[config.mk]
export PLATFORM = sky130hd
export DESIGN_NAME = keypad_scan
export DESIGN_NICKNAME = d
export VERILOG_FILES = /design/src/rtl/keypad_pkg.sv /design/src/rtl/scan_tick_gen.sv /design/src/rtl/keypad_scan.sv
export SDC_FILE = /design/constraint.sdc
export NUM_CORES = 1
export LEC_CHECK = 0
export ABC_CLOCK_PERIOD_IN_PS = 8300
export CORE_MARGIN = 2
export CORE_UTILIZATION = 50
export DETAILED_ROUTE_END_ITERATION = 16
export PLACE_DENSITY = 0.67
export SYNTH_ARGS = -nofsm -noshare
export SYNTH_HDL_FRONTEND = slang
export SYNTH_SLANG_ARGS = --single-unit
[constraint.sdc]
create_clock -name clk -period 8.3 [get_ports clk]
set_input_delay 2.49 -clock clk [delete_from_list [all_inputs] [get_ports clk]]
set_output_delay 2.49 -clock clk [all_outputs]
set_load 0.02 [all_outputs]
[src/rtl/keypad_pkg.sv]
// Shared types and defaults for the keypad scanner.
package keypad_pkg;

  typedef enum logic [1:0] {
    StIdle,
    StPressed,
    StLocked
  } key_state_e;

  localparam logic [15:0] KEY_NONE = 16'h0000;

  localparam int unsigned SCAN_DIV_DEFAULT        = 250000;
  localparam int unsigned DEBOUNCE_FRAMES_DEFAULT = 4;

  function automatic logic [4:0] popcount16(input logic [15:0] v);
    logic [4:0] n;
    n = '0;
    for (int i = 0; i < 16; i++) begin
      n = n + {4'b0000, v[i]};
    end
    return n;
  endfunction

  function automatic logic [3:0] key_index(input logic [15:0] v);
    logic [3:0] idx;
    idx = '0;
    for (int i = 15; i >= 0; i--) begin
      if (v[i]) idx = 4'(i);
    end
    return idx;
  endfunction

endpackage

[src/rtl/scan_tick_gen.sv]
// Column slot timer: one tick every SCAN_DIV cycles, advancing a 2-bit column index.
module scan_tick_gen
  import keypad_pkg::*;
#(
  parameter int unsigned SCAN_DIV = SCAN_DIV_DEFAULT
) (
  input  logic       clk,
  input  logic       rst_n,
  output logic       o_tick,
  output logic [1:0] o_col_idx
);

  localparam int unsigned CntW = (SCAN_DIV > 1) ? $clog2(SCAN_DIV) : 1;

  logic [CntW-1:0] r_cnt;
  logic [1:0]      r_idx;

  assign o_tick    = (r_cnt == CntW'(SCAN_DIV - 1));
  assign o_col_idx = r_idx;

  always_ff @(posedge clk or negedge rst_n) begin
    if (!rst_n) begin
      r_cnt <= '0;
      r_idx <= '0;
    end else if (o_tick) begin
      r_cnt <= '0;
      r_idx <= r_idx + 2'd1;
    end else begin
      r_cnt <= r_cnt + 1'b1;
    end
  end

endmodule

[src/rtl/keypad_scan.sv]
// 4x4 keypad scanner with frame debounce and single/multi-key FSM.
// Optional auto-repeat while held is enabled by defining KEYPAD_REPEAT_EN.
module keypad_scan
  import keypad_pkg::*;
#(
  parameter int unsigned SCAN_DIV        = SCAN_DIV_DEFAULT,
  parameter int unsigned DEBOUNCE_FRAMES = DEBOUNCE_FRAMES_DEFAULT,
  parameter int unsigned REPEAT_FRAMES   = 100
) (
  input  logic       clk,
  input  logic       rst_n,
  input  logic [3:0] row_in,
  output logic [3:0] col_out,
  output logic [3:0] key_code,
  output logic       key_valid,
  output logic       key_held
);

  localparam logic [3:0] StableMax = 4'(DEBOUNCE_FRAMES - 1);

  logic        w_tick;
  logic [1:0]  w_col_idx;
  logic [3:0]  r_sync1, r_sync2;
  logic [15:0] r_snap, r_prev, w_frame;
  logic [3:0]  r_stable_cnt, w_stable_d;
  logic        w_frame_end, w_accept, w_single;
  logic [3:0]  w_idx;

  key_state_e  r_state, w_state_d;
  logic [3:0]  r_key_code, w_code_d;
  logic        r_key_valid, w_valid_d;
  logic        r_key_held;

  scan_tick_gen #(
    .SCAN_DIV(SCAN_DIV)
  ) u_tick (
    .clk      (clk),
    .rst_n    (rst_n),
    .o_tick   (w_tick),
    .o_col_idx(w_col_idx)
  );

  assign col_out = ~(4'b0001 << w_col_idx);

  // Synchronizer resets to the released (pulled-up) row level.
  always_ff @(posedge clk or negedge rst_n) begin
    if (!rst_n) begin
      r_sync1 <= 4'hF;
      r_sync2 <= 4'hF;
    end else begin
      r_sync1 <= row_in;
      r_sync2 <= r_sync1;
    end
  end

  always_comb begin
    w_frame = r_snap;
    w_frame[{w_col_idx, 2'b00} +: 4] = ~r_sync2;
  end

  always_comb begin
    w_stable_d = '0;
    if (w_frame == r_prev) begin
      w_stable_d = (r_stable_cnt == StableMax) ? r_stable_cnt : r_stable_cnt + 4'd1;
    end
  end

  assign w_frame_end = w_tick && (w_col_idx == 2'd3);
  assign w_accept    = w_frame_end && (w_stable_d == StableMax);
  assign w_single    = (popcount16(w_frame) == 5'd1);
  assign w_idx       = key_index(w_frame);

  always_ff @(posedge clk or negedge rst_n) begin
    if (!rst_n) begin
      r_snap       <= KEY_NONE;
      r_prev       <= KEY_NONE;
      r_stable_cnt <= '0;
    end else if (w_tick) begin
      r_snap <= w_frame;
      if (w_frame_end) begin
        r_prev       <= w_frame;
        r_stable_cnt <= w_stable_d;
      end
    end
  end

`ifdef KEYPAD_REPEAT_EN
  localparam int unsigned RepW = $clog2(REPEAT_FRAMES + 1);

  logic [RepW-1:0] r_rep_cnt, w_rep_d;

  always_ff @(posedge clk or negedge rst_n) begin
    if (!rst_n) r_rep_cnt <= '0;
    else        r_rep_cnt <= w_rep_d;
  end
`else
  logic w_unused_repeat;
  assign w_unused_repeat = ^REPEAT_FRAMES;
`endif

  always_comb begin
    w_state_d = r_state;
    w_valid_d = 1'b0;
    w_code_d  = r_key_code;
`ifdef KEYPAD_REPEAT_EN
    w_rep_d   = r_rep_cnt;
`endif
    if (w_accept) begin
      unique case (r_state)
        StIdle: begin
          if (w_single) begin
            w_state_d = StPressed;
            w_code_d  = w_idx;
            w_valid_d = 1'b1;
`ifdef KEYPAD_REPEAT_EN
            w_rep_d   = '0;
`endif
          end else if (w_frame != KEY_NONE) begin
            w_state_d = StLocked;
          end
        end
        StPressed: begin
          if (w_frame == KEY_NONE) begin
            w_state_d = StIdle;
          end else if (w_single && (w_idx == r_key_code)) begin
`ifdef KEYPAD_REPEAT_EN
            if (r_rep_cnt == RepW'(REPEAT_FRAMES - 1)) begin
              w_valid_d = 1'b1;
              w_rep_d   = '0;
            end else begin
              w_rep_d = r_rep_cnt + 1'b1;
            end
`endif
          end else begin
            w_state_d = StLocked;
          end
        end
        StLocked: begin
          if (w_frame == KEY_NONE) w_state_d = StIdle;
        end
        default: w_state_d = StIdle;
      endcase
    end
  end

  always_ff @(posedge clk or negedge rst_n) begin
    if (!rst_n) begin
      r_state     <= StIdle;
      r_key_code  <= '0;
      r_key_valid <= 1'b0;
      r_key_held  <= 1'b0;
    end else begin
      r_state     <= w_state_d;
      r_key_code  <= w_code_d;
      r_key_valid <= w_valid_d;
      r_key_held  <= (w_state_d == StPressed);
    end
  end

  assign key_code  = r_key_code;
  assign key_valid = r_key_valid;
  assign key_held  = r_key_held;

endmodule

; ---- Word level (Yosys, flattened, before mapping)
; Index checks and enable logic that the tools add are counted.
[word_totals]
ff_bits = 72
in_bits = 6
[classes]
n_addsub = 19
eq_ne = 10
n_shift = 3
mux = 30
bitwise_logic = 2
reduce_logical = 8
[ops]
columns = op, count
row1 = two-way mux 4 bit, 18
row2 = adder 5 x 1 -> 5 bit, 11
row3 = adder 18 x 1 -> 18 bit (second input constant), 1
row4 = equality test 18 bit (second input constant), 1
row5 = two-way mux 18 bit, 1
row6 = bitwise mux 16 bit, 1
row7 = equality test 16 bit, 1
row8 = zero test 16 bit, 1
row9 = nonzero test 16 bit, 1
row10 = variable shift 4 x 6 -> 16 bit (first input constant), 1
row11 = indexed part select 4 x 6 -> 16 bit, 1
row12 = two-way mux 2 bit, 6
row13 = equality test 4 x 2 -> 1 bit (second input constant), 2
row14 = NOT 4 bit, 2
row15 = negation 4 -> 6 bit, 1
row16 = case mux 2 bit (3 select lines), 1
row17 = adder 4 x 1 -> 5 bit, 1
row18 = equality test 5 x 1 -> 1 bit (second input constant), 1
row19 = adder 3 x 1 -> 4 bit, 1
row20 = adder 4 x 1 -> 4 bit (second input constant), 1
row21 = equality test 2 x 1 -> 1 bit (second input constant), 2
row22 = equality test 2 bit (second input constant), 2
row23 = equality test 4 bit, 1
row24 = << shifter 1 x 2 -> 4 bit (first input constant), 1
row25 = other kinds (8), 12

; ---- Depth between registers and ports, before layout
; Gate-level depths: netlist (run 1).
[logic_depth]
word_depth = 26
ltp_mapped = 24

; ---- Cells and area by module
; From an unflattened synthesis (run 1), not the netlist that was laid out.
[hier_totals]
hier_cells = 466
hier_area_um2 = 4469.3
[modules_own_cells]
columns = mod, n_inst, cells_each, area_per_inst_um2
row1 = keypad_scan, 1, 375, 3495.9
row2 = scan_tick_gen, 1, 91, 973.4

; ---- Least setup slack after synthesis (run 1)
; Ideal clock, no wire load.
[synth_path]
path_kind = reg-to-reg
from = register u_tick.r_idx[0], in the netlist u_tick.o_col_idx[0]
to = register r_key_code[0], in the netlist key_code[0]
setup_time_ns = 0.125
t_arrival_ns = 5.624
required_ns = 8.175
setup_slack_ns = 2.551
path_stages_with_launch = 20
period_less_slack_ns = 5.749
path_cell_list = dfrtp_1 > buf_6 > inv_1 > ha_1 > clkbuf_4 > or4b_2 > nand2_1 > inv_1 > fa_1 > fa_1 > fa_1 > fa_1 > inv_1 > ha_1 > fa_1 > nand2b_1 > nor4_1 > nand3_1 > nor2_8 > mux2_4
[synth_between]
elab_chain_cells = 20
[synth_lines]
columns = item, line_no
row1 = start: declaration, scan_tick_gen.sv:16  ; logic [1:0] r_idx;
row2 = start signal: assignment, scan_tick_gen.sv:27  ; r_idx <= r_idx + 2'd1;
row3 = negation 4 -> 6 bit, keypad_scan.sv:58  ; w_frame[{w_col_idx, 2'b00} +: 4] = ~r_sync2;
row4 = indexed part select 4 x 6 -> 16 bit or variable shift 4 x 6 -> 16 bit (tied branches), keypad_scan.sv:58
row5 = bitwise mux 16 bit, keypad_scan.sv:58
row6 = adder 1 x 1 -> 2 bit, keypad_pkg.sv:19  ; n = n + {4'b0000, v[i]};
row7 = adder 2 x 1 -> 3 bit, keypad_pkg.sv:19
row8 = adder 3 x 1 -> 4 bit, keypad_pkg.sv:19
row9 = adder 4 x 1 -> 5 bit, keypad_pkg.sv:19
row10 = adder 5 x 1 -> 5 bit (11 in series), keypad_pkg.sv:19
row11 = equality test 5 x 1 -> 1 bit, keypad_scan.sv:70  ; assign w_single = (popcount16(w_frame) == 5'd1);
row12 = AND reduction 3 bit (no source line), --
row13 = end signal: assignment, keypad_scan.sv:154  ; r_key_code <= w_code_d;
row14 = end: declaration, keypad_scan.sv:30  ; logic [3:0] r_key_code, w_code_d;
; Parallel ways exist; a longest one is shown, timed or not.
; A chain may end at the register's enable or synchronous reset.

; ---- Final worst setup path (run 1)
[layout_path]
from = register u_tick.r_idx[0], in the netlist u_tick.o_col_idx[0]
to = register r_key_code[1], in the netlist key_code[1]
; The elaborated chain is that of the path after synthesis.

==> metrics.md, run 1 <==
| Metric | Value |
|---|---|
| Outcome | completed |
| H-tree levels | 3 |
| Worst Hold Margin | 0.363 ns |
| Residual overflow from global routing | 0 |
| Critical path arrival | 6.46 ns |
| # diodes | 0 |
| Synthesized flop and latch total | 72 |
| Fin crit period | 6.20 ns |
| Fraction of layout cells with a size suffix above 1 | 14.3% |
| Final hold vios | 0 |
| Hold-fix buffers, CTS | 0 |
| Number of port buffers | 15 |
| Gr usage total | 22.0% |
| FMAX | 0.161 GHz |
| DRC | 0 |
| Worst Path Max Fanout | 14 |
| Starting Density | 51.7% |
| Commonest non-fill, non-tap cell in the layout | dfrtp_1 |
| YS warnings | 0 |
| Hold WC Path Type | reg2reg |
| DP Area | 4690 um2 |
| Synth-to-Final Area Change | 8.18% |
| Crit path launch type | flop |
| Vias per cell | 5.72 |
| Via count | 3349 |
| Syn Inst Count | 464 |
| Final WS setup | 2.10 ns |
| Antenna violations before repair | 0 |
| Post-DP HPWL | 6990 um |
| Setup Crit Path Kind | reg2reg |
| Clock skew | 0.0205 ns |
| Leak pwr | 2.04 nW |
| CTS tree | done |
| Max Slew Vio Count | 0 |
| CTS Buffer Depth | 2 |
| # setup viols final | 0 |
| RD Place Congestion | 0.870 |
| Clk sinks | 72 |
| Reg2Reg Depth | 17 |
| Drt total wl | 9740 um |
| Seq/Total Area, Yosys | 40.2% |
| Global-route wire length before repair | 17000 um |
| Vias in the first global route | 3375 |
| FP Rows | 34 |
| Fin nets | 501 |
| R2R Path Start | u_tick.o_col_idx[0] |
| Die width | 99.0 um |
| Netlist cell types | 77 |
| Crit. Startpoint | u_tick.o_col_idx[0] |
| Top Ports | 16 |
| Critical path endpoint category | flop |
| Async SR Flop Fraction | 100% |
| Die Y | 99.0 um |
| Rel. slew slack | 37.4% |
| Total core area | 8720 um2 |
| CTS Buf Count | 9 |
| Die area | 9800 um2 |
| Min-delay src | r_sync1[1] |
| Power Density | 139 nW/um2 |
| Number of flops mapped to enable cells by yosys | 0 |
| Mapped Nets | 493 |
| Most used DFF post-synth | dfrtp_1 |
| RSZ-0062 raised after global routing | no |
| R2r setup slk | 2.10 ns |
| Setup TNS | 0 ns |
| Root Buffer | clkbuf_8 |
| Avg Cell Area, Syn | 9.72 um2 |
| Setup WS pre-CTS | 2.11 ns |
| Mapped cell area | 4510 um2 |
| Clk_lat worst skew | 0.37 ns |
| Setup Fix Bufs, Post-CTS | 0 |
| Antenna-violating nets left | 0 |
| Initial DRC Count | 155 |
| Max Cap Violations | 0 |
| Slew @ Worst Pin | 0.937 ns |
| Post-route cell area | 4880 um2 |
| Most frequent cells in the layout | dfrtp_1, nand2_1, o21ai_0 |
| Post-CTS sizing | 0 |
| Drt wl/cell | 16.6 um |
| Tcrit/Tclk final | 74.7% |
| Peak VDD IR | 0.0000784 V |
| Reg clk slew, reported paths | 0.10 ns |
| Pre-antenna DRT Iters | 4 |
| Largest net degree at the start of global routing | 73 |
| CP required | 8.56 ns |
| WHS Path Cells | 0 |
## through the flow
stage	utilization (%)	instances	total power (W)
2_1_floorplan	-	464	0.000385
3_3_place_gp	53.8	569	0.000399
3_5_place_dp	53.8	569	0.000400
4_1_cts	56.0	585	0.000681
5_1_grt	56.0	585	0.000701
6_report	56.0	585	0.000677
## power by group
| group | switching (W) | internal (W) |
|---|---|---|
| Combinational | 0.0000228 | 0.0000123 |
| Clock | 0.000166 | 0.000118 |
| Sequential | 0.00000366 | 0.000354 |
## cells in the mapped netlist, types with 9 or more instances
library cell | count | area share (%)
dfrtp_1 | 64 | 35
nand2_1 | 55 | 4.6
o21ai_0 | 42 | 4.7
nor2_1 | 38 | 3.2
inv_1 | 34 | 2.8
xnor2_1 | 21 | 4.1
ha_1 | 14 | 3.9
nand3_1 | 12 | 1.3
a21oi_1 | 10 | 1.1
fa_1 | 9 | 4.0
nand2b_1 | 9 | 1.2
nor3_1 | 9 | 1.0
xor2_1 | 9 | 1.7
## registers in the layout (all words and copies together), names as in the netlist, 2 cells and up
signal and count:
u_tick.r_cnt 18, r_sync1 4, r_sync2 4, key_code 4, r_state 2, r_stable_cnt 4
u_tick.o_col_idx 2, r_snap 16, r_prev 16
## cells by family (layout without fill, tap and decap cells)
family / Yosys count / after routing / synth area share (%)
AOI/OAI and AO/OA: 100 / 100 / 16.6
xor gates and xnor gates: 30 / 30 / 5.82
adders and majority gates: 23 / 23 / 7.88
buffers and inverters: 54 / 67 / 5.41
DFF: 72 / 72 / 40.2
muxes: 12 / 12 / 3.13
and+or+nand+nor: 173 / 173 / 21.0
## critical path, stage by stage (launching register included)
cell	delay, ns
dfrtp_1	0.58
inv_1	0.17
ha_1	0.48
or4b_2	0.73
nand2_1	0.13
inv_1	0.13
fa_1	0.59
fa_1	0.44
fa_1	0.48
fa_1	0.49
inv_1	0.05
ha_1	0.19
fa_1	0.42
nand2b_1	0.15
nor4_1	0.25
nand3_1	0.28
nor2_8	0.21
mux2_4	0.32
## final timing paths
path                                   endpoint
max in group asynchronous             r_snap[4]
worst max register to register      key_code[1]
worst min-delay path                 r_sync2[1]
worst min register to register       r_sync2[1]
min in group asynchronous       u_tick.r_cnt[6]
worst max-delay path                key_code[1]
## per-layer routing
layer | up-vias | track usage, % | share of wire (%)
li1 | 1627 | - | -
met1 | 1626 | 30.8 | 48
met2 | 72 | 34.0 | 46
met3 | 24 | 3.55 | 2.8
met4 | 0 | 9.17 | 3.2
met5 | - | 0 | 0
## cell type report
type | count | area, um2
clock inverters | 7 | 66.3
multi-input cells | 338 | 2460
clock buffers | 9 | 124
fillers | 755 | 3840
repair buffers | 16 | 155
well taps | 108 | 135
flip-flops and latches | 72 | 1810
inverters | 35 | 133
Note: power is estimated with default switching activity, not from simulation.
==> run 2, diff against run 1 <==
--- a/config.mk
+++ b/config.mk
@@ -5,11 +5,11 @@
 export SDC_FILE = /design/constraint.sdc
 export NUM_CORES = 1
 export LEC_CHECK = 0
-export ABC_CLOCK_PERIOD_IN_PS = 8300
+export ABC_CLOCK_PERIOD_IN_PS = 5660
 export CORE_MARGIN = 2
 export CORE_UTILIZATION = 50
 export DETAILED_ROUTE_END_ITERATION = 16
-export PLACE_DENSITY = 0.67
+export PLACE_DENSITY = 0.7
 export SYNTH_ARGS = -nofsm -noshare
 export SYNTH_HDL_FRONTEND = slang
 export SYNTH_SLANG_ARGS = --single-unit
==> constraint.sdc (replaced) <==
create_clock -name clk -period 5.66 [get_ports clk]
set_input_delay 1.698 -clock clk [delete_from_list [all_inputs] [get_ports clk]]
set_output_delay 1.698 -clock clk [all_outputs]
set_load 0.02 [all_outputs]
==> run 2 against run 1 <==
Against the previous run: global-route usage rose by 0.57 points; clock power rose by 47%; via count rose by 4.9%; setup slack got worse by 1.9 ns; non-clock buffer count rose by 18; die area did not move; power rose by 49%; register-to-register slack got worse by 1.9 ns; cell count rose by 3.1%; highest routed layer unchanged.
==> metrics.md, run 2 (same netlist as run 1, synthesis figures left out) <==
| Metric | Value |
|---|---|
| Setup TNS | 0 ns |
| Residual overflow from global routing | 0 |
| Most frequent cells in the layout | dfrtp_1, nand2_1, o21ai_0 |
| Slew @ Worst Pin | 0.894 ns |
| Power Density | 198 nW/um2 |
| CTS tree | done |
| Filler instances | 752 |
| CTS Buffer Depth | 2 |
| Commonest non-fill, non-tap cell in the layout | dfrtp_1 |
| Largest net degree at the start of global routing | 73 |
| Leak pwr | 2.15 nW |
| Crit path launch type | flop |
| Clock skew | 0.0118 ns |
| Setup Crit Path Kind | reg2reg |
| Max Slew Vio Count | 0 |
| Drt wl/cell | 17.2 um |
| Reg clk slew, reported paths | 0.09 ns |
| Overall Power | 0.00101 W |
| Max FFs per register | 18 |
| FP Rows | 34 |
| Die Y | 99.0 um |
| CTS Buf Count | 9 |
| Via count | 3513 |
| Hold WC Path Type | reg2reg |
| RD Place Congestion | 0.922 |
| Critical path endpoint category | flop |
| Reg with most FFs | u_tick.r_cnt |
| Clk_lat worst skew | 0.36 ns |
| FMAX | 0.182 GHz |
| Die width | 99.0 um |
| Vias in the first global route | 3584 |
| CP peak stage delay | 0.70 ns |
| Top delay family on crit path | adder cells |
| Rel. slew slack | 40.4% |
| Antenna-violating nets left | 0 |
| Critical path arrival | 5.73 ns |
| Worst Path Max Fanout | 5 |
| Fin nets | 519 |
| Worst path buffer plus inverter count | 3 |
| Drt total wl | 10400 um |
| Starting Density | 51.7% |
| DRC | 0 |
| Fraction of layout cells with a size suffix above 1 | 19.6% |
| Top Ports | 16 |
| Post-DP HPWL | 7560 um |
| Clk sinks | 72 |
| H-tree levels | 3 |
| Top flop regs | u_tick.r_cnt x18, r_prev x16, r_snap x16 |
| CP required | 5.90 ns |
| Max Cap Violations | 0 |
| Pre-antenna DRT Iters | 5 |
| Synth-to-Final Area Change | 12.6% |
| Final hold vios | 0 |
| CP cell instances | inv_2 > ha_2 > or4b_2 > nand2_2 > inv_1 > fa_1 > fa_1 > fa_1 > fa_1 > inv_1 > ha_1 > fa_1 > nand2b_4 > nor4_4 > nand3_2 > nor2_8 > mux2_4 |
| Tcrit/Tclk final | 97.0% |
| # setup viols final | 0 |
| Vias per cell | 5.83 |
| Global-route wire length before repair | 17600 um |
| Critical path's slowest cell | or4b_2 |
| Antenna violations before repair | 0 |
| Fin crit period | 5.49 ns |
| Gr usage total | 22.5% |
| Die area | 9800 um2 |
| Outcome | completed |
| Initial DRC Count | 207 |
| Most used cell, CP | fa_1 |
| Peak VDD IR | 0.000134 V |
| # diodes | 0 |
| Number of port buffers | 15 |
| Root Buffer | clkbuf_8 |
| Total core area | 8720 um2 |
## run 2: routing by layer
layer	wire, um	share of wire (%)	GRT usage, %	vias to the layer above
met5	0	0	0	-
met4	243	2.3	10.0	0
met3	483	4.7	3.83	24
met2	5090	49	36.2	113
met1	4560	44	30.0	1706
li1	-	-	-	1670
## run 2: cell type report
cell class	instances	area [um2]	area share, %
clock buffer	9	124	2.44
clock inverter	7	68.8	1.36
inverter	35	133	2.61
multi-input combinational	338	2510	49.5
sequential	72	1810	35.7
tap	108	135	2.66
timing repair buffer	34	294	5.79
## run 2: power by group
part / internal, W / switching (W)
registers: 0.000519 / 0.00000435
logic: 0.0000257 / 0.0000392
clock network: 0.000174 / 0.000243
total: 0.000719 / 0.000286
## run 2: stage by stage
step / instance area, um2 / hold WS, ns / util, % / worst slack, ns / instances
final: 5080 / 0.361 / 58.2 / 0.170 / 603
after global routing: 5080 / 0.367 / 58.2 / -0.0183 / 603
after CTS: 5000 / 0.364 / 57.3 / 0.0506 / 599
after detailed placement: 4810 / 0.350 / 55.1 / 0.0842 / 583
after global placement: 4810 / 0.345 / 55.1 / 0.227 / 583
after floorplan: 4520 / 0.345 / - / 0.00164 / 464
## run 2: timing repair
action / 4_1_cts / 5_1_grt
resized for setup: 0 / 12
setup endpoints to repair: 0 / 7
hold buffers: 0 / 0
setup buffers: 0 / 4
## run 2: path summary, 6_finish.rpt
path	start	endpoint	slack [ns]	depth (start not counted)
hold reg to reg	r_sync1[0]	r_sync2[0]	0.36	0
hold / removal	r_sync1[0]	r_sync2[0]	0.36	0
setup reg to reg	u_tick.o_col_idx[1]	key_code[1]	0.17	17
setup / recovery	u_tick.o_col_idx[1]	key_code[1]	0.17	17
min in group asynchronous	rst_n	u_tick.r_cnt[9]	1.45	1
max in group asynchronous	rst_n	key_code[1]	3.62	1
## run 2: worst reg2reg max path: cells and delay by family, from the launching register on
kind	cells	cell delay, ns
adder cells (fa/ha/maj)	7	2.84
buffers and inverters	3	0.21
multiplexers	1	0.31
flip-flops	1	0.41
AND/OR/NAND/NOR	6	1.61
==> run 3, diff against run 2 <==
--- a/config.mk
+++ b/config.mk
@@ -5,11 +5,13 @@
 export SDC_FILE = /design/constraint.sdc
 export NUM_CORES = 1
 export LEC_CHECK = 0
-export ABC_CLOCK_PERIOD_IN_PS = 5660
+export ABC_CLOCK_PERIOD_IN_PS = 7000
 export CORE_MARGIN = 2
 export CORE_UTILIZATION = 50
 export DETAILED_ROUTE_END_ITERATION = 16
-export PLACE_DENSITY = 0.7
+export GPL_TIMING_DRIVEN = 0
+export PLACE_DENSITY = 0.67
+export SLEW_MARGIN = 25
 export SYNTH_ARGS = -nofsm -noshare
 export SYNTH_HDL_FRONTEND = slang
 export SYNTH_SLANG_ARGS = --single-unit
==> constraint.sdc (replaced) <==
create_clock -name clk -period 7 [get_ports clk]
set_input_delay 2.1 -clock clk [delete_from_list [all_inputs] [get_ports clk]]
set_output_delay 2.1 -clock clk [all_outputs]
set_load 0.02 [all_outputs]
==> run 3 against run 2 <==
Against the previous run: sequential share of layout area is 0.44 points higher; combinational power is 26% lower; first-iteration DRC count is 22% lower; fmax is 12% lower; clock-buffer cell count stayed put; utilization is 0.70 points lower; flip-flop and latch count stayed put; setup slack better by 0.58 ns; final area is 1.2% lower; non-clock buffer count is 1 higher; critical path type unchanged; critical endpoint unchanged; largest power group unchanged; highest routed layer unchanged.
==> metrics.md, run 3 (same netlist as run 1, synthesis figures left out) <==
| Metric | Value |
|---|---|
| Outcome | completed |
| Total core area | 8720 um2 |
| Fin nets | 520 |
| Power Density | 160 nW/um2 |
| Antenna-violating nets left | 0 |
| Crit path launch type | flop |
| # diodes | 0 |
| Slew @ Worst Pin | 0.770 ns |
| Top delay family on crit path | adder cells |
| Die Y | 99.0 um |
| Clock power frac | 41.5% |
| Initial DRC Count | 161 |
| Top flop regs | u_tick.r_cnt x18, r_prev x16, r_snap x16 |
| FP Rows | 34 |
| CTS Buf Count | 9 |
| Die area | 9800 um2 |
| Setup TNS | 0 ns |
| Switch share | 28.2% |
| Global-route wire length before repair | 17800 um |
| Vias in the first global route | 3532 |
| CTS tree | done |
| Max FFs per register | 18 |
| Synth-to-Final Area Change | 11.2% |
| Post-CTS sizing | 0 |
| CP cell instances | buf_6 > inv_1 > ha_1 > clkbuf_4 > or4b_2 > nand2_1 > inv_1 > fa_1 > fa_1 > fa_1 > fa_1 > inv_1 > ha_1 > fa_1 > nand2b_1 > nor4_1 > nand3_1 > nor2_8 > mux2_4 |
| Reg with most FFs | u_tick.r_cnt |
| Max Cap Violations | 0 |
| Power Internal | 0.000576 W |
| RD Place Congestion | 0.877 |
| Clock skew | 0.0188 ns |
| Worst Hold Margin | 0.361 ns |
| Storage cell area | 1810 um2 |
| Setup Fix Bufs, Post-CTS | 0 |
| Antenna violations before repair | 0 |
| Psw | 0.000226 W |
| Vias per cell | 5.71 |
| Clk sinks | 72 |
| FMAX | 0.160 GHz |
| Via count | 3450 |
| Rel. slew slack | 48.7% |
| Number of port buffers | 15 |
| Top Ports | 16 |
| Root Buffer | clkbuf_8 |
| DRC | 0 |
| Fin crit period | 6.25 ns |
| Overall Power | 0.000803 W |
| Gr usage total | 22.9% |
| Tcrit/Tclk final | 89.2% |
| Largest net degree at the start of global routing | 44 |
| Hold-fix buffers, CTS | 0 |
| Critical path's slowest cell | or4b_2 |
| Reg power frac | 52.5% |
| Critical path arrival | 6.51 ns |
| Clk_lat worst skew | 0.38 ns |
| Residual overflow from global routing | 0 |
| Most frequent cells in the layout | dfrtp_1, nand2_1, o21ai_0 |
| Logic pwr share | 6.0% |
| Pre-antenna DRT Iters | 4 |
| Leak pwr | 2.11 nW |
| Commonest non-fill, non-tap cell in the layout | dfrtp_1 |
| Post-DP HPWL | 7670 um |
| Multi-input logic area | 2460 um2 |
| Drt wl/cell | 17.0 um |
| Most used cell, CP | fa_1 |
| Drt total wl | 10200 um |
| Setup Crit Path Kind | reg2reg |
| Worst Path Max Fanout | 10 |
| Die width | 99.0 um |
| Fraction of layout cells with a size suffix above 1 | 15.9% |
| Worst path buffer plus inverter count | 5 |
| Reg clk slew, reported paths | 0.09 ns |
| Max Slew Vio Count | 0 |
| Peak VDD IR | 0.000110 V |
| R2r setup slk | 0.75 ns |
| Filler instances | 756 |
| RSZ-0062 raised after global routing | no |
| CP peak stage delay | 0.69 ns |
| H-tree levels | 3 |
| Final hold vios | 0 |
| # setup viols final | 0 |
| Critical path endpoint category | flop |
| CP required | 7.26 ns |
| Starting Density | 51.7% |
| Hold WC Path Type | reg2reg |
| CTS Buffer Depth | 2 |
==> run 3: changes by cell type in the layout (fill, tap and decap cells not counted), sizes merged <==
cell,previous run,this run
clkbuf,9,18
inv,40,39
clkinv,2,3
buf,20,12
==> run 3: metrics by stage <==
stage | worst slack, ns | util [%] | instance area, um2 | std cells
floorplan | 1.25 | - | 4510 | 464
global placement | 0.917 | 55.0 | 4800 | 587
detailed placement | 0.778 | 55.3 | 4820 | 588
CTS | 0.724 | 57.5 | 5020 | 604
global route | 0.421 | 57.5 | 5020 | 604
finish | 0.753 | 57.5 | 5020 | 604
==> run 3: path summary, 6_finish.rpt <==
kind	start	end	cells past startpoint
worst max-delay path	u_tick.o_col_idx[0]	key_code[1]	19
worst min-delay path	r_sync1[1]	r_sync2[1]	0
worst max register to register	u_tick.o_col_idx[0]	key_code[1]	19
worst min register to register	r_sync1[1]	r_sync2[1]	0
max in group asynchronous	rst_n	r_prev[6]	2
min in group asynchronous	rst_n	u_tick.r_cnt[10]	1
==> run 3: layer usage <==
layer  vias to the layer above  track usage (%)  share of wire [%]
li1                       1674                -                  -
met5                         -                0                  0
met4                         0             9.48                2.5
met3                        22             3.55                3.4
met2                        60             37.2                 47
met1                      1694             30.8                 47
==> run 3: power groups by stage <==
stage / logic, W / clock network, W / registers (W)
3_3_place_gp: 0.0000445 / 0 / 0.000429
3_5_place_dp: 0.0000481 / 0 / 0.000429
5_1_grt: 0.0000547 / 0.000359 / 0.000422
4_1_cts: 0.0000488 / 0.000339 / 0.000421
2_1_floorplan: 0.0000275 / 0 / 0.000429
6_report: 0.0000478 / 0.000333 / 0.000421
==> run 3: final cells by class <==
cell class,count,share of cell area (%)
Multi-Input combinational cell,338,49.0
Sequential cell,72,36.1
Timing Repair Buffer,16,3.49
Tap cell,108,2.69
Inverter,35,2.64
Clock buffer,9,2.47
Buffer,19,2.22
Clock inverter,7,1.42
==> edit 1: new RTL, settings of run 2 <==
Add a define of `KEYPAD_REPEAT_EN`.
--- a/src/rtl/keypad_scan.sv
+++ b/src/rtl/keypad_scan.sv
@@ -1,5 +1,7 @@
 // 4x4 keypad scanner with frame debounce and single/multi-key FSM.
 // Optional auto-repeat while held is enabled by defining KEYPAD_REPEAT_EN.
+`define KEYPAD_REPEAT_EN
+
 module keypad_scan
   import keypad_pkg::*;
 #(
Formal check against the unedited RTL: no difference found for any inputs over 10 cycles, from zero or initial values and one cycle with rst_n low; that may be too few to reach the edited logic, so the function may still have changed.
==> edit 1 against run 2 <==
The flow now finishes with violations (negative setup slack). Sequential cell count increased by 7. Count of clock-buffer cells in the layout increased by 1. Setup slack worse by 220 ps. Sequential share of layout area decreased by 1.4 points. Synthesized area increased by 8.4%. Final area up 14%. Total power is 12% higher. Wire length up 17%. Critical path type unchanged. Critical endpoint is now r_rep_cnt[0]$_DFFE_PN0P_.
==> edit 1: results <==
metrics = {
    "run_status": {
        "status": "complete, but fails checks",
        "violations": "negative setup slack",
    },
    "clock_network": {
        "numCtsBuffers": 9,
        "clock_latency_ps": 370,
        "cts_buffer_depth": 2,
        "clkTransAtPathRegs_ps": 80,
        "ctsHtreeMaxLevel": 3,
        "cts-root-buf": "clkbuf_8",
    },
    "yosys": {
        "synth_common_cells": "dfrtp_1 (71), nand2_1 (59), inv_1 (42)",
        "synth_cell_types": 70,
        "synth-seq-area-share": 0.4061,
        "synth_area_leaders": "dfrtp_1 (36%), nand2_1 (4.5%), dfstp_2 (4.3%), ha_1 (3.8%), fa_1 (3.7%)",
        "async_flop_share": 1.000,
        "ys_warn_count": 0,
        "synth_nets": 556,
        "yosys_most_used_dff": "dfrtp_1",
    },
    "global_route": {
        "grt_max_degree": 80,
        "grt_use_met3": 0.03254,
        "antenna_found_initial": 0,
        "grt_pass1_wl_mm": 19.66,
        "grt_use_met2": 0.3951,
        "grtUsageMet1": 0.3228,
        "grt_pass1_vias": 3995,
        "grt_usage": 0.2444,
    },
    "route": {
        "top_layer": "met4",
        "firstDrtPassIters": 5,
        "wl_met2_mm": 5.910,
        "ant_nets": 0,
        "met1_length_mm": 5.292,
        "drt_first_iter_violations": 180,
        "drt-total-wl_mm": 12.12,
        "wl_met3_um": 502,
        "vias_per_cell": 5.798,
    },
    "finish": {
        "drive_above_1_share": 0.1831,
        "reg_top3": "u_tick.r_cnt: 18 flops, r_prev: 16 flops, r_snap: 16 flops",
        "antenna_cells": 0,
        "fin_nets": 604,
    },
    "critical_path": {
        "crit_fanout": 6,
        "worst_path_max_delay_cell": "or4_4",
        "max_stage_delay_ps": 550,
    },
    "place": {
        "gp_congestion": 0.9197,
        "io_buffers": 15,
        "dp_hpwl_mm": 8.630,
    },
    "power": {
        "vdd_drop_max_mv": 0.1236,
        "leakage_uw": 0.002464,
    },
    "timing": {
        "skew_ps": 13.52,
        "slew_viol_final": 0,
        "finalSetupTns_ps": -73.34,
        "slew_headroom": 0.3318,
        "finalSetupViolCount": 2,
        "final.setup.worst_slack_ps": -45.81,
    },
    "hold_path": {
        "hold_path_class": "reg2reg",
    },
}
-- edit 1: changes by cell type after synthesis, sizes merged, moves of 5 or more --
cell    before  now
o21ai       44   39
inv         34   43
nand3b       1    6
o32ai        2    8
and2         3    9
o31ai        3   10
a21oi       10   18
clkbuf       9   15
dfrtp       64   71
nor2        39   28
nand3       13   18
o32a         2    7
-- edit 1: final cells by class --
type | instances | area, µm²
multi-input combinational | 383 | 2774
inverter | 43 | 163.9
timing repair buffer | 58 | 474.2
clock inverter | 6 | 91.34
tap | 133 | 166.4
sequential | 79 | 1987
fill | 843 | 3845
clock buffer | 10 | 137.6
-- edit 1: per-stage QoR --
stage	cells	util	worst slack, ps	area [µm²]
5_1_grt	712	0.6011	-258.9	5794
3_3_place_gp	687	0.5627	-27.54	5424
3_5_place_dp	687	0.5627	-98.46	5424
6_report	712	0.6011	-45.81	5794
2_1_floorplan	526	-	-290.5	4961
4_1_cts	707	0.5910	10.66	5697
-- edit 1: logic make-up after synthesis --
family                   Yosys count  synth area share
AND/OR/NAND/NOR                  205            0.2292
XOR/XNOR                          28           0.05013
flip-flops                        79            0.4061
AO/OA/AOI/OAI                    117            0.1668
buffers and inverters             64           0.05319
adder cells (fa/ha/maj)           24           0.07519
multiplexers                       9           0.01944
-- edit 1: worst max-delay path: cells and delay by family, from the launching register on --
family | cells | cell delay, ps
buf+inv | 4 | 250
compound gates | 4 | 990
simple gates | 4 | 1340
flops | 1 | 390
fa+ha+maj | 7 | 2650
-- edit 1: path summary, 6_finish.rpt --
check / slack (ps) / depth (start not counted) / from / to
setup / recovery: -50 / 19 / u_tick.o_col_idx[0]$_DFFE_PN0N_ / r_rep_cnt[0]$_DFFE_PN0P_
hold reg to reg: 360 / 0 / r_sync1[1]$_DFF_PN1_ / r_sync2[1]$_DFF_PN1_
hold / removal: 360 / 0 / r_sync1[1]$_DFF_PN1_ / r_sync2[1]$_DFF_PN1_
max in group asynchronous: 3520 / 1 / rst_n / r_stable_cnt[0]$_DFFE_PN0P_
setup reg to reg: -50 / 19 / u_tick.o_col_idx[0]$_DFFE_PN0N_ / r_rep_cnt[0]$_DFFE_PN0P_
min in group asynchronous: 1510 / 1 / rst_n / u_tick.o_col_idx[0]$_DFFE_PN0N_
-- edit 1: repair_timing --
action                                  in CTS  in global routing
pin swaps                                    4                 11
resized for setup                            5                 14
hold buffers                                 0                  0
gates cloned                                 0                  0
endpoints found under the setup margin      12                 13
endpoints found under the hold margin        0                  0
buffers inserted                             4                  5
-- edit 1: where the power goes --
part	internal [µW]	total, µW	switching [µW]
sequential	569	575	6.07
combinational	30.0	69.5	39.4
clock	263	484	221
==> edit 2: new RTL, settings of run 2 <==
Without the edit above. Register the output `col_out`; this adds one clock of latency there. The other outputs are not delayed to match.
--- a/src/rtl/keypad_scan.sv
+++ b/src/rtl/keypad_scan.sv
@@ -40,7 +40,9 @@
     .o_col_idx(w_col_idx)
   );
 
-  assign col_out = ~(4'b0001 << w_col_idx);
+  always_ff @(posedge clk) begin
+    col_out <= ~(4'b0001 << w_col_idx);
+  end
 
   // Synchronizer resets to the released (pulled-up) row level.
   always_ff @(posedge clk or negedge rst_n) begin
Check against the original RTL: no difference found for any inputs over 10 cycles, from zero or initial values and one cycle with rst_n low; that may be too few to reach the edited logic, so the function may still have changed.
==> edit 2 against run 2 <==
Sequential share of layout area rose by 2.5 points. Combinational power decreased by 21%. Critical path depth increased by 2. Sequential power is 5.3% higher. Sequential cell count increased by 4. Synthesized area down 3.2%. Clock skew decreased by 3.7 ps. Setup slack better by 43 ps. Wire length decreased by 8.5%. Final area shrank 2.3%. Total power is 1.0% lower. Worst hold slack lost 8.3 ps. Critical endpoint unchanged. Largest power group unchanged.
==> edit 2: results <==
metrics = {
    "timing": {
        "skew_ps": 8.048,
        "slew_headroom": 0.4109,
    },
    "critical_path": {
        "arrival_ps": 5690,
        "worst_path_max_delay_cell": "fa_1",
        "max_stage_delay_ps": 520,
        "r2r_setup_slack_ps": 210,
    },
    "power": {
        "leakage_uw": 0.002185,
        "powerClk_uw": 392,
        "vdd_drop_max_mv": 0.1296,
        "comb_cell_power_uw": 51.1,
        "p_switching_uw": 232.5,
    },
    "finish": {
        "area_share_clock_buf_inv": 0.03809,
        "buffer_area_frac": 0.06080,
        "seq_cells": 76,
        "comb.multi_input.count": 315,
        "seq_area_mm2": 0.001892,
        "fillers": 760,
        "multi_input_area_share": 0.4675,
        "n_clock_buffer": 13,
    },
    "route": {
        "drt-total-wl_mm": 9.486,
        "drt_first_iter_violations": 288,
        "avgRoutedWirePerCell_um": 16.27,
        "vias": 3285,
    },
    "place": {
        "numPlacedInstances": 560,
    },
    "yosys": {
        "synth_cell_types": 68,
        "synth_nets": 467,
    },
    "run_status": {
        "status": "finished, final reports clean",
    },
}
-- edit 2: cell count changes after synthesis, moves of 4 or more --
| cell | run 2 | this run |
|---|---|---|
| o21ai_0 | 42 | 29 |
| a21oi_1 | 10 | 21 |
| nand2_1 | 55 | 45 |
| o32a_1 | 0 | 5 |
| xor2_1 | 9 | 14 |
| dfxtp_1 | 0 | 4 |
| mux2_2 | 5 | 1 |
| nor2_1 | 38 | 34 |
| nor2b_1 | 4 | 8 |
| nor4b_1 | 3 | 7 |
| o22ai_1 | 4 | 0 |
-- edit 2: metal layers --
metal	vias up	global-route usage	part of all wire
met2	83	0.3194	0.46
met1	1593	0.2887	0.48
met3	17	0.03597	0.044
met4	0	0.09081	0.019
li1	1592	-	-
met5	-	0	0
-- edit 2: logic make-up after synthesis --
family / share of synthesized area
AND/OR/NAND/NOR: 0.2005
multiplexers: 0.01862
XOR/XNOR: 0.07018
AO/OA/AOI/OAI: 0.1510
buffers and inverters: 0.04526
flip-flops: 0.4331
adder cells (fa/ha/maj): 0.08135
